**config.mk**
```make
export PLATFORM = sky130hd
export DESIGN_NAME = pulse_avg_ctrl
export DESIGN_NICKNAME = d
export VERILOG_FILES = /design/src/rtl/pulse_avg_ctrl.sv
export SDC_FILE = /design/constraint.sdc
export NUM_CORES = 1
export LEC_CHECK = 0
export ABC_AREA = 0
export ABC_CLOCK_PERIOD_IN_PS = 3230
export BUFFER_PORTS_ARGS = -buffer_cell sky130_fd_sc_hd__buf_2
export CELL_PAD_IN_SITES_DETAIL_PLACEMENT = 1
export CELL_PAD_IN_SITES_GLOBAL_PLACEMENT = 1
export CORE_MARGIN = 2
export CORE_UTILIZATION = 35
export CTS_CLUSTER_SIZE = 20
export DETAILED_ROUTE_END_ITERATION = 12
export PLACE_DENSITY = 0.71
export SYNTH_ARGS = -nofsm -noshare
export SYNTH_HDL_FRONTEND = slang
export SYNTH_SLANG_ARGS = --single-unit
```
**constraint.sdc**
```tcl
create_clock -name clk -period 3.23 [get_ports clk]
set_clock_uncertainty 0.1 [all_clocks]
set_input_delay 0.323 -clock clk [delete_from_list [all_inputs] [get_ports clk]]
set_output_delay 0.323 -clock clk [all_outputs]
set_load 0.1 [all_outputs]
```
**src/rtl/pulse_avg_ctrl.sv**
```systemverilog
// pulse_avg_ctrl: coherent pulse averager.
// Accumulates 2^cfg_log2_num pulses of (cfg_len+1) signed samples into an
// external read-modify-write memory, then reads the sums back, scales them
// by an arithmetic right shift and streams them out through a 4-deep FIFO.
// Optional feature macro: PULSE_AVG_ROUND_EN (round half up before the shift;
// when undefined the shift truncates toward minus infinity).
module pulse_avg_ctrl #(
    parameter int AWIDTH = 12,
    parameter int DWIDTH = 32,
    parameter int IWIDTH = 16
) (
    input  logic                     clk,
    input  logic                     rst,
    input  logic                     start,
    input  logic [AWIDTH-1:0]        cfg_len,
    input  logic [3:0]               cfg_log2_num,
    output logic                     busy,
    output logic                     done,
    output logic                     err,
    input  logic [IWIDTH-1:0]        in_tdata,
    input  logic                     in_tvalid,
    output logic                     in_tready,
    input  logic                     in_tlast,
    output logic [DWIDTH-1:0]        out_tdata,
    output logic                     out_tvalid,
    input  logic                     out_tready,
    output logic                     out_tlast,
    output logic [AWIDTH-1:0]        mem_rd_addr,
    output logic                     mem_rd_ena,
    input  logic [DWIDTH-1:0]        mem_rd_data,
    output logic [AWIDTH-1:0]        mem_wr_addr,
    output logic [DWIDTH-1:0]        mem_wr_data,
    output logic                     mem_wr_ena
);

    typedef enum logic [1:0] {IDLE, ACCUM, DRAIN, DUMP} state_t;

    state_t state_q, state_d;

    logic [AWIDTH-1:0] len_q, len_d;
    logic [3:0]        log2_q, log2_d;
    logic [AWIDTH-1:0] idx_q, idx_d;
    logic [15:0]       pulse_q, pulse_d;
    logic              err_q, err_d;
    logic              done_q, done_d;
    logic              drain_q, drain_d;

    logic              v1_q, v1_d, v2_q, v2_d;
    logic [IWIDTH-1:0] s1_q, s1_d, s2_q, s2_d;
    logic [AWIDTH-1:0] a1_q, a1_d, a2_q, a2_d;

    logic [AWIDTH-1:0] rd_idx_q, rd_idx_d;
    logic              rd_done_q, rd_done_d;
    logic              rv1_q, rv1_d, rv2_q, rv2_d;
    logic              rl1_q, rl1_d, rl2_q, rl2_d;

    logic [DWIDTH-1:0] fifo_data_q [4];
    logic [DWIDTH-1:0] fifo_data_d [4];
    logic              fifo_last_q [4];
    logic              fifo_last_d [4];
    logic [1:0]        wptr_q, wptr_d, rptr_q, rptr_d;
    logic [2:0]        cnt_q, cnt_d;

    logic              in_beat;
    logic              idx_last;
    logic              pulse_last;
    logic [15:0]       pulse_max;
    logic              room;
    logic              rd_issue;
    logic              out_hs;
    logic              last_hs;
    logic [DWIDTH-1:0] round_add;
    logic signed [DWIDTH-1:0] rd_sum;
    logic signed [DWIDTH-1:0] scaled;
    logic [DWIDTH-1:0] sext_s2;

    assign in_beat    = (state_q == ACCUM) && in_tvalid;
    assign idx_last   = (idx_q == len_q);
    assign pulse_max  = (16'd1 << log2_q) - 16'd1;
    assign pulse_last = (pulse_q == pulse_max);
    assign room       = ({1'b0, cnt_q} + {3'b000, rv1_q} + {3'b000, rv2_q}) < 4'd4;
    assign rd_issue   = (state_q == DUMP) && !rd_done_q && room;
    assign out_hs     = (cnt_q != 3'd0) && out_tready;
    assign last_hs    = out_hs && fifo_last_q[rptr_q];
    assign sext_s2    = {{(DWIDTH-IWIDTH){s2_q[IWIDTH-1]}}, s2_q};

`ifdef PULSE_AVG_ROUND_EN
    assign round_add = (log2_q == 4'd0) ? '0 : (DWIDTH'(1) << (log2_q - 4'd1));
`else
    assign round_add = '0;
`endif
    assign rd_sum = $signed(mem_rd_data + round_add);
    assign scaled = rd_sum >>> log2_q;

    // State and datapath registers, all cleared by the synchronous active-low reset
    always_ff @(posedge clk) begin
        if (!rst) begin
            state_q   <= IDLE;
            len_q     <= '0;
            log2_q    <= '0;
            idx_q     <= '0;
            pulse_q   <= '0;
            err_q     <= 1'b0;
            done_q    <= 1'b0;
            drain_q   <= 1'b0;
            v1_q      <= 1'b0;
            v2_q      <= 1'b0;
            s1_q      <= '0;
            s2_q      <= '0;
            a1_q      <= '0;
            a2_q      <= '0;
            rd_idx_q  <= '0;
            rd_done_q <= 1'b0;
            rv1_q     <= 1'b0;
            rv2_q     <= 1'b0;
            rl1_q     <= 1'b0;
            rl2_q     <= 1'b0;
            wptr_q    <= '0;
            rptr_q    <= '0;
            cnt_q     <= '0;
            for (int i = 0; i < 4; i++) begin
                fifo_data_q[i] <= '0;
                fifo_last_q[i] <= 1'b0;
            end
        end else begin
            state_q   <= state_d;
            len_q     <= len_d;
            log2_q    <= log2_d;
            idx_q     <= idx_d;
            pulse_q   <= pulse_d;
            err_q     <= err_d;
            done_q    <= done_d;
            drain_q   <= drain_d;
            v1_q      <= v1_d;
            v2_q      <= v2_d;
            s1_q      <= s1_d;
            s2_q      <= s2_d;
            a1_q      <= a1_d;
            a2_q      <= a2_d;
            rd_idx_q  <= rd_idx_d;
            rd_done_q <= rd_done_d;
            rv1_q     <= rv1_d;
            rv2_q     <= rv2_d;
            rl1_q     <= rl1_d;
            rl2_q     <= rl2_d;
            wptr_q    <= wptr_d;
            rptr_q    <= rptr_d;
            cnt_q     <= cnt_d;
            for (int i = 0; i < 4; i++) begin
                fifo_data_q[i] <= fifo_data_d[i];
                fifo_last_q[i] <= fifo_last_d[i];
            end
        end
    end

    // Next-state logic: run accumulation, wait out the write pipeline, dump, back to idle
    always_comb begin
        state_d = state_q;
        case (state_q)
            IDLE:    if (start) state_d = ACCUM;
            ACCUM:   if (in_beat && idx_last && pulse_last) state_d = DRAIN;
            DRAIN:   if (drain_q) state_d = DUMP;
            DUMP:    if (last_hs) state_d = IDLE;
            default: state_d = IDLE;
        endcase
    end

    // Counters, accumulate pipeline, dump read pipeline and output FIFO
    always_comb begin
        len_d       = len_q;
        log2_d      = log2_q;
        idx_d       = idx_q;
        pulse_d     = pulse_q;
        err_d       = err_q;
        rd_idx_d    = rd_idx_q;
        rd_done_d   = rd_done_q;
        wptr_d      = wptr_q;
        rptr_d      = rptr_q;
        fifo_data_d = fifo_data_q;
        fifo_last_d = fifo_last_q;

        if ((state_q == IDLE) && start) begin
            len_d     = cfg_len;
            log2_d    = cfg_log2_num;
            err_d     = 1'b0;
            idx_d     = '0;
            pulse_d   = '0;
            rd_idx_d  = '0;
            rd_done_d = 1'b0;
        end

        if (in_beat) begin
            if (in_tlast != idx_last) err_d = 1'b1;
            if (idx_last) begin
                idx_d = '0;
                if (!pulse_last) pulse_d = pulse_q + 16'd1;
            end else begin
                idx_d = idx_q + AWIDTH'(1);
            end
        end

        drain_d = (state_q == DRAIN) && !drain_q;
        done_d  = last_hs;

        v1_d = in_beat;
        s1_d = in_tdata;
        a1_d = idx_q;
        v2_d = v1_q;
        s2_d = s1_q;
        a2_d = a1_q;

        rv1_d = rd_issue;
        rl1_d = rd_issue && (rd_idx_q == len_q);
        rv2_d = rv1_q;
        rl2_d = rl1_q;
        if (rd_issue) begin
            if (rd_idx_q == len_q) rd_done_d = 1'b1;
            else                   rd_idx_d  = rd_idx_q + AWIDTH'(1);
        end

        if (rv2_q) begin
            fifo_data_d[wptr_q] = scaled;
            fifo_last_d[wptr_q] = rl2_q;
            wptr_d              = wptr_q + 2'd1;
        end
        if (out_hs) rptr_d = rptr_q + 2'd1;
        cnt_d = cnt_q + {2'b00, rv2_q} - {2'b00, out_hs};
    end

    // Output decode from state and registered pipeline/FIFO contents
    always_comb begin
        busy        = (state_q != IDLE);
        done        = done_q;
        err         = err_q;
        in_tready   = (state_q == ACCUM);
        out_tvalid  = (cnt_q != 3'd0);
        out_tdata   = out_tvalid ? fifo_data_q[rptr_q] : '0;
        out_tlast   = out_tvalid ? fifo_last_q[rptr_q] : 1'b0;
        mem_rd_addr = '0;
        mem_rd_ena  = 1'b0;
        if (state_q == ACCUM) begin
            mem_rd_addr = idx_q;
            mem_rd_ena  = in_tvalid && (pulse_q != 16'd0);
        end else if (state_q == DUMP) begin
            mem_rd_addr = rd_idx_q;
            mem_rd_ena  = rd_issue;
        end
        mem_wr_ena  = v2_q;
        mem_wr_addr = a2_q;
        mem_wr_data = v2_q ? (sext_s2 + mem_rd_data) : '0;
    end

endmodule

```
Word level (Yosys, flattened, before mapping). Cells that the tools add are included.

Flip-flop bits (word level): 263. Input port bits: 70.

$add $sub $neg: 11. $lt $le $gt $ge: 4. Equal/unequal tests: 11. Shift-type cells: 2. Mux-type cells: 40. Bitwise logic cells: 2. Reduce and logical (&&, ||, !) cells: 20.

Operator list (count): 2-to-1 mux 32 bit (5); bitwise mux 128 bit (1); 2-to-1 mux 12 bit (8); binary-select mux 32 bit (select 2 bit) (1); demux 32 bit (select 2 bit) (1); 2-to-1 mux 16 bit (4); adder 32 bit (1); >>> shifter 32 x 4 -> 32 bit (1); adder 12 x 1 -> 12 bit (second input constant) (2); == test 12 bit (2); adder 16 x 1 -> 16 bit (second input constant) (1); == test 16 bit (1); nonzero test 16 bit (1); << shifter 1 x 4 -> 16 bit (first input constant) (1); subtractor 16 x 1 -> 16 bit (second input constant) (1); logical AND 1 bit (12); 2-to-1 mux 1 bit (12); 2-to-1 mux 2 bit (4); one-hot mux 2 bit (4 select lines) (1); greater-or-equal comparator 3 bit (second input constant) (2); != test 2 bit (second input constant) (3); inverter 2 -> 3 bit (2); adder 2 x 1 -> 2 bit (second input constant) (2); adder 3 x 1 -> 4 bit (1); 17 further kinds (20).

Logic depth before layout (Yosys ltp).
Depth in word-level cells: 7. Gate-level depth with buffers: 16. Depth with buffers taken out: 11.

Least setup slack after synthesis. Ideal clock, no wire load.

Path type: register to output. Start point: reg s2_q[15]. End point: out mem_wr_data[27]. Arrival time: 4221 ps. Data required time: 2807 ps. Path slack: -1414 ps. Stages on the path, launching flop included: 8. Cell sequence: dfxtp_1 ha_1 a2111oi_4 o211ai_1 a311o_1 a31o_4 and3_1 nor3_1.

Longest elaborated chain between the ends: 2.

Ends and longest elaborated chain: from (decl) (RTL line 49) `logic [IWIDTH-1:0] s1_q, s1_d, s2_q, s2_d;`; from (signal assigned) (RTL line 109) `s2_q <= '0;`; from (signal assigned) (RTL line 137) `s2_q <= s2_d;`; adder 32 bit (RTL line 250) `mem_wr_data = v2_q ? (sext_s2 + mem_rd_data) : '0;`; 2-to-1 mux 32 bit (RTL line 250); to (decl) (RTL line 32) `output logic [DWIDTH-1:0] mem_wr_data,`.

Every way passes these cells.

Worst setup path after layout.
Start point: reg s2_q[15]. End point: out mem_wr_data[31].

Same word-level chain as after synthesis.

==> flow_metrics.tcl <==
set metrics [dict create \
    synth_cell_types 84 \
    worst_pin_slew_ns 0.659 \
    dp.cells 2434 \
    crit_type "flop to output port" \
    syn_inst 1740 \
    synth-simple-area-share_pct 23.6 \
    via_count 13800 \
    synthMuxAreaShare_pct 11.1 \
    period_needed_ns 3.71 \
    drive_gt1_share_pct 27.2 \
    first_iter_violations 649 \
    synth_fp_nets 1861 \
    core_sq_um 40800 \
    route.detailed.drc 0 \
    synth_compound_area_share_pct 16.3 \
    hold_ws_ns 0.0450 \
    cp_cell_sequence "buf_6 -> ha_4 -> buf_4 -> o21ai_2 -> nand2b_1 -> a21o_1 -> a311o_1 -> a31o_4 -> a41oi_4 -> nor4_1 -> or3b_4 -> buf_12" \
    dpl_worst_slack_ns -0.104 \
    outcome "complete, but fails checks" \
    synthFlopType "dfxtp_1" \
    yosys.area_share.xor_xnor_pct 3.93 \
    synth_fa_ha_area_share_pct 4.51 \
    synth_area_sq_um 14500 \
    tns_ns -6.26 \
    rr_endpoint "pulse_q[11]$_SDFF_PN0_" \
    path_clk_slew_ns 0.06 \
    violations "setup timing" \
    ys_ff_latch 263 \
    track_usage_pct 22.4 \
    grt_pass1_vias 14600 \
    p_leak_nw 7.70 \
    worst_slack_ns -0.477 \
    fmax_mhz 270 \
    synth_top_area_share_pct 36.3 \
    gp_congestion 0.846 \
    crit_arrival_ns 3.28 \
    clockBufferDepth 3 \
    reg2reg_depth 14 \
    hold_viol_final 0 \
    yosysSeqAreaShare_pct 36.3 \
    path_buf_inv 3 \
    min_path_cells 3 \
    syn2layout_area_growth_pct 32.8 \
    first_pass_iters 5 \
    numCtsBuffers 31 \
    antenna_found_initial 3 \
    cp_slowest_cell "or3b_4" \
    io_pins 166 \
    synth_area_leaders "dfxtp_1 (36%), mux4_2 (7.1%), a21oi_1 (6.5%), nand2_1 (6.4%), nor2_1 (5.4%)" \
    worstReg2RegStart "log2_q[3]$_SDFFE_PN0P_" \
    startpoint_type "flop" \
    synth_top_area_cell "dfxtp_1" \
    grt_pass1_wl_um 79000 \
    drv_slew 0 \
    final_cells 2567 \
    ys_warn_count 0 \
    fin_crit_sh_pct 115 \
    clockRootBuffer "clkbuf_16" \
    critical-path-top-delay-family "compound AO/OA/AOI/OAI gates" \
    worstPathRequired_ns 2.81 \
    max_stage_delay_ns 0.43 \
    routedWlPerCell_um 19.3 \
    synth_common_cells "dfxtp_1 (263), nand2_1 (248), nor2_1 (207), a21oi_1 (189), and2_1 (110)" \
    syn_area_per_cell_sq_um 8.33 \
    setup_violations 23 \
    portBuffers 165 \
    endpoint_kind "output port" \
    fp-row-count 74 \
    fp.dieH_um 208 \
    dieArea_sq_um 43100 \
    initial_core_util_pct 35.5 \
    grt_max_degree 134 \
    hpwl_um 34300 \
    synth_edf_count 0 \
    cts_tree "yes" \
    rsz0062_at_grt "true" \
    final_antenna_net_count 0 \
    synth_top_family_by_area "simple AND/OR/NAND/NOR gates" \
    htree_num_levels 1 \
    wl_um 49600 \
    die-width_um 208 \
    yosysMostFrequentCell "dfxtp_1" \
    grt_overflow_total 0 \
    cap_violations 0 \
    cp-startpoint "s2_q[15]$_SDFF_PN0_" \
    relSlewSlack_pct 56.1 \
    cp_max_fo 5 \
    ff2ff_setup_slack_ns 0.22 \
    fin_nets 2127 \
    clock_latency_ns 0.58 \
    powerDensity_nw_per_um2 567 \
    min_from "mem_rd_data[31]" \
    cts_sinks 263 \
    vdd_drop_max_mv 0.533 \
    viasPerCell 5.37 \
    hold_path.class "primary input to flop" \
    hold_end "fifo_data_q[63]$_SDFFE_PN0P_" \
    async_flop_share_pct 0 \
]
==> logic make-up after synthesis <==
| logic type | Yosys count |
|---|---|
| xor gates and xnor gates | 65 |
| and+or+nand+nor | 724 |
| adders and majority gates | 51 |
| DFF | 263 |
| muxes | 103 |
| buffers and inverters | 152 |
| AOI/OAI and AO/OA | 382 |
==> worst reg2reg max path, cell delays in order, from the launching register on <==
cell and delay, ns:
dfxtp_1 0.37, nor2_2 0.14, nand2_2 0.13, ha_1 0.24, buf_4 0.17, nor2_1 0.13
mux2i_1 0.11, o32ai_2 0.27, buf_4 0.18, xnor2_1 0.11, nand4_1 0.24, o21ai_2 0.23
buf_6 0.15, a21oi_1 0.07, mux2_2 0.27
==> where the power goes <==
| group | total (mW) | leakage (nW) | switching [mW] | internal (mW) |
|---|---|---|---|---|
| Clock | 3.67 | 0.529 | 1.46 | 2.21 |
| Sequential | 3.48 | 2.13 | 0.115 | 3.36 |
| Combinational | 3.76 | 5.04 | 2.41 | 1.34 |
==> metal layers <==
metal / GRT usage (%) / vias to the layer above / wire [um]
met5: 0 / - / 0
met4: 6.85 / 0 / 1410
met3: 2.59 / 88 / 1570
met2: 40.1 / 246 / 24900
met1: 28.0 / 6862 / 21700
li1: - / 6590 / -
==> how the worst max path moves through the flow <==
| stage | end | slack (ns) | depth (start not counted) |
|---|---|---|---|
| after floorplan | mem_wr_data[7] | -0.65 | 6 |
| after global placement | mem_wr_data[31] | -0.06 | 11 |
| after detailed placement | mem_wr_data[31] | -0.10 | 11 |
| after CTS | mem_wr_data[31] | -0.45 | 10 |
| after global routing | mem_wr_data[31] | -0.57 | 9 |
| final | mem_wr_data[31] | -0.48 | 12 |
==> stage by stage <==
stage | cell area [sq um] | util [%] | total power, mW
4_1_cts | 19000 | 46.5 | 10.9
5_1_grt | 19300 | 47.2 | 11.5
6_report | 19300 | 47.2 | 10.9
3_5_place_dp | 16900 | 41.3 | 7.05
3_3_place_gp | 16900 | 41.3 | 6.98
2_1_floorplan | 14700 | - | 5.96
==> sequential cells by signal, summed over array words and instances (netlist names), 2 cells and up <==
name and cells:
a1_d 12, a1_q 12, cnt_q 3, fifo_data_q 128, fifo_last_q 4, len_q 12
log2_q 4, mem_wr_addr 12, pulse_q 16, rd_idx_q 12, rptr_q 2, s1_q 16
s2_q 16, state_q 2, wptr_q 2
==> placed cells by master, fill, tap and decap left out, types with 11 or more instances in the layout <==
master / instances
dfxtp_1: 254
nand2_1: 246
nor2_1: 189
a21oi_1: 174
buf_2: 139
buf_4: 132
and2_1: 109
o21ai_0: 51
mux2i_1: 49
mux4_2: 46
xnor2_1: 42
inv_1: 34
ha_1: 34
dlygate4sd3_1: 33
nand3_1: 31
clkbuf_16: 31
buf_12: 28
and3_1: 25
a211oi_1: 21
a21o_1: 18
nand4_1: 16
a21oi_2: 15
xor2_1: 15
nor2_2: 14
buf_6: 14
a22o_1: 13
ha_4: 13
nor3_1: 11
==> area by class of cell <==
cell class	count	area [sq um]
antenna	4	10.0
clock buffer	43	871
clock inverter	15	204
fill	4725	21600
inverter	38	145
multi-input combinational	1325	9330
sequential	263	5280
tap	532	666
timing repair buffer	347	2750
==> what timing repair did <==
item | in CTS | in global routing
endpoints found under the hold margin | 33 | 0
setup buffers | 32 | 15
endpoints found under the setup margin | 37 | 38
gates resized for setup | 111 | 36
gates cloned | 0 | 0
pin swaps | 62 | 40
hold buffers | 33 | 0
Note: power is estimated with default switching activity, not from simulation.
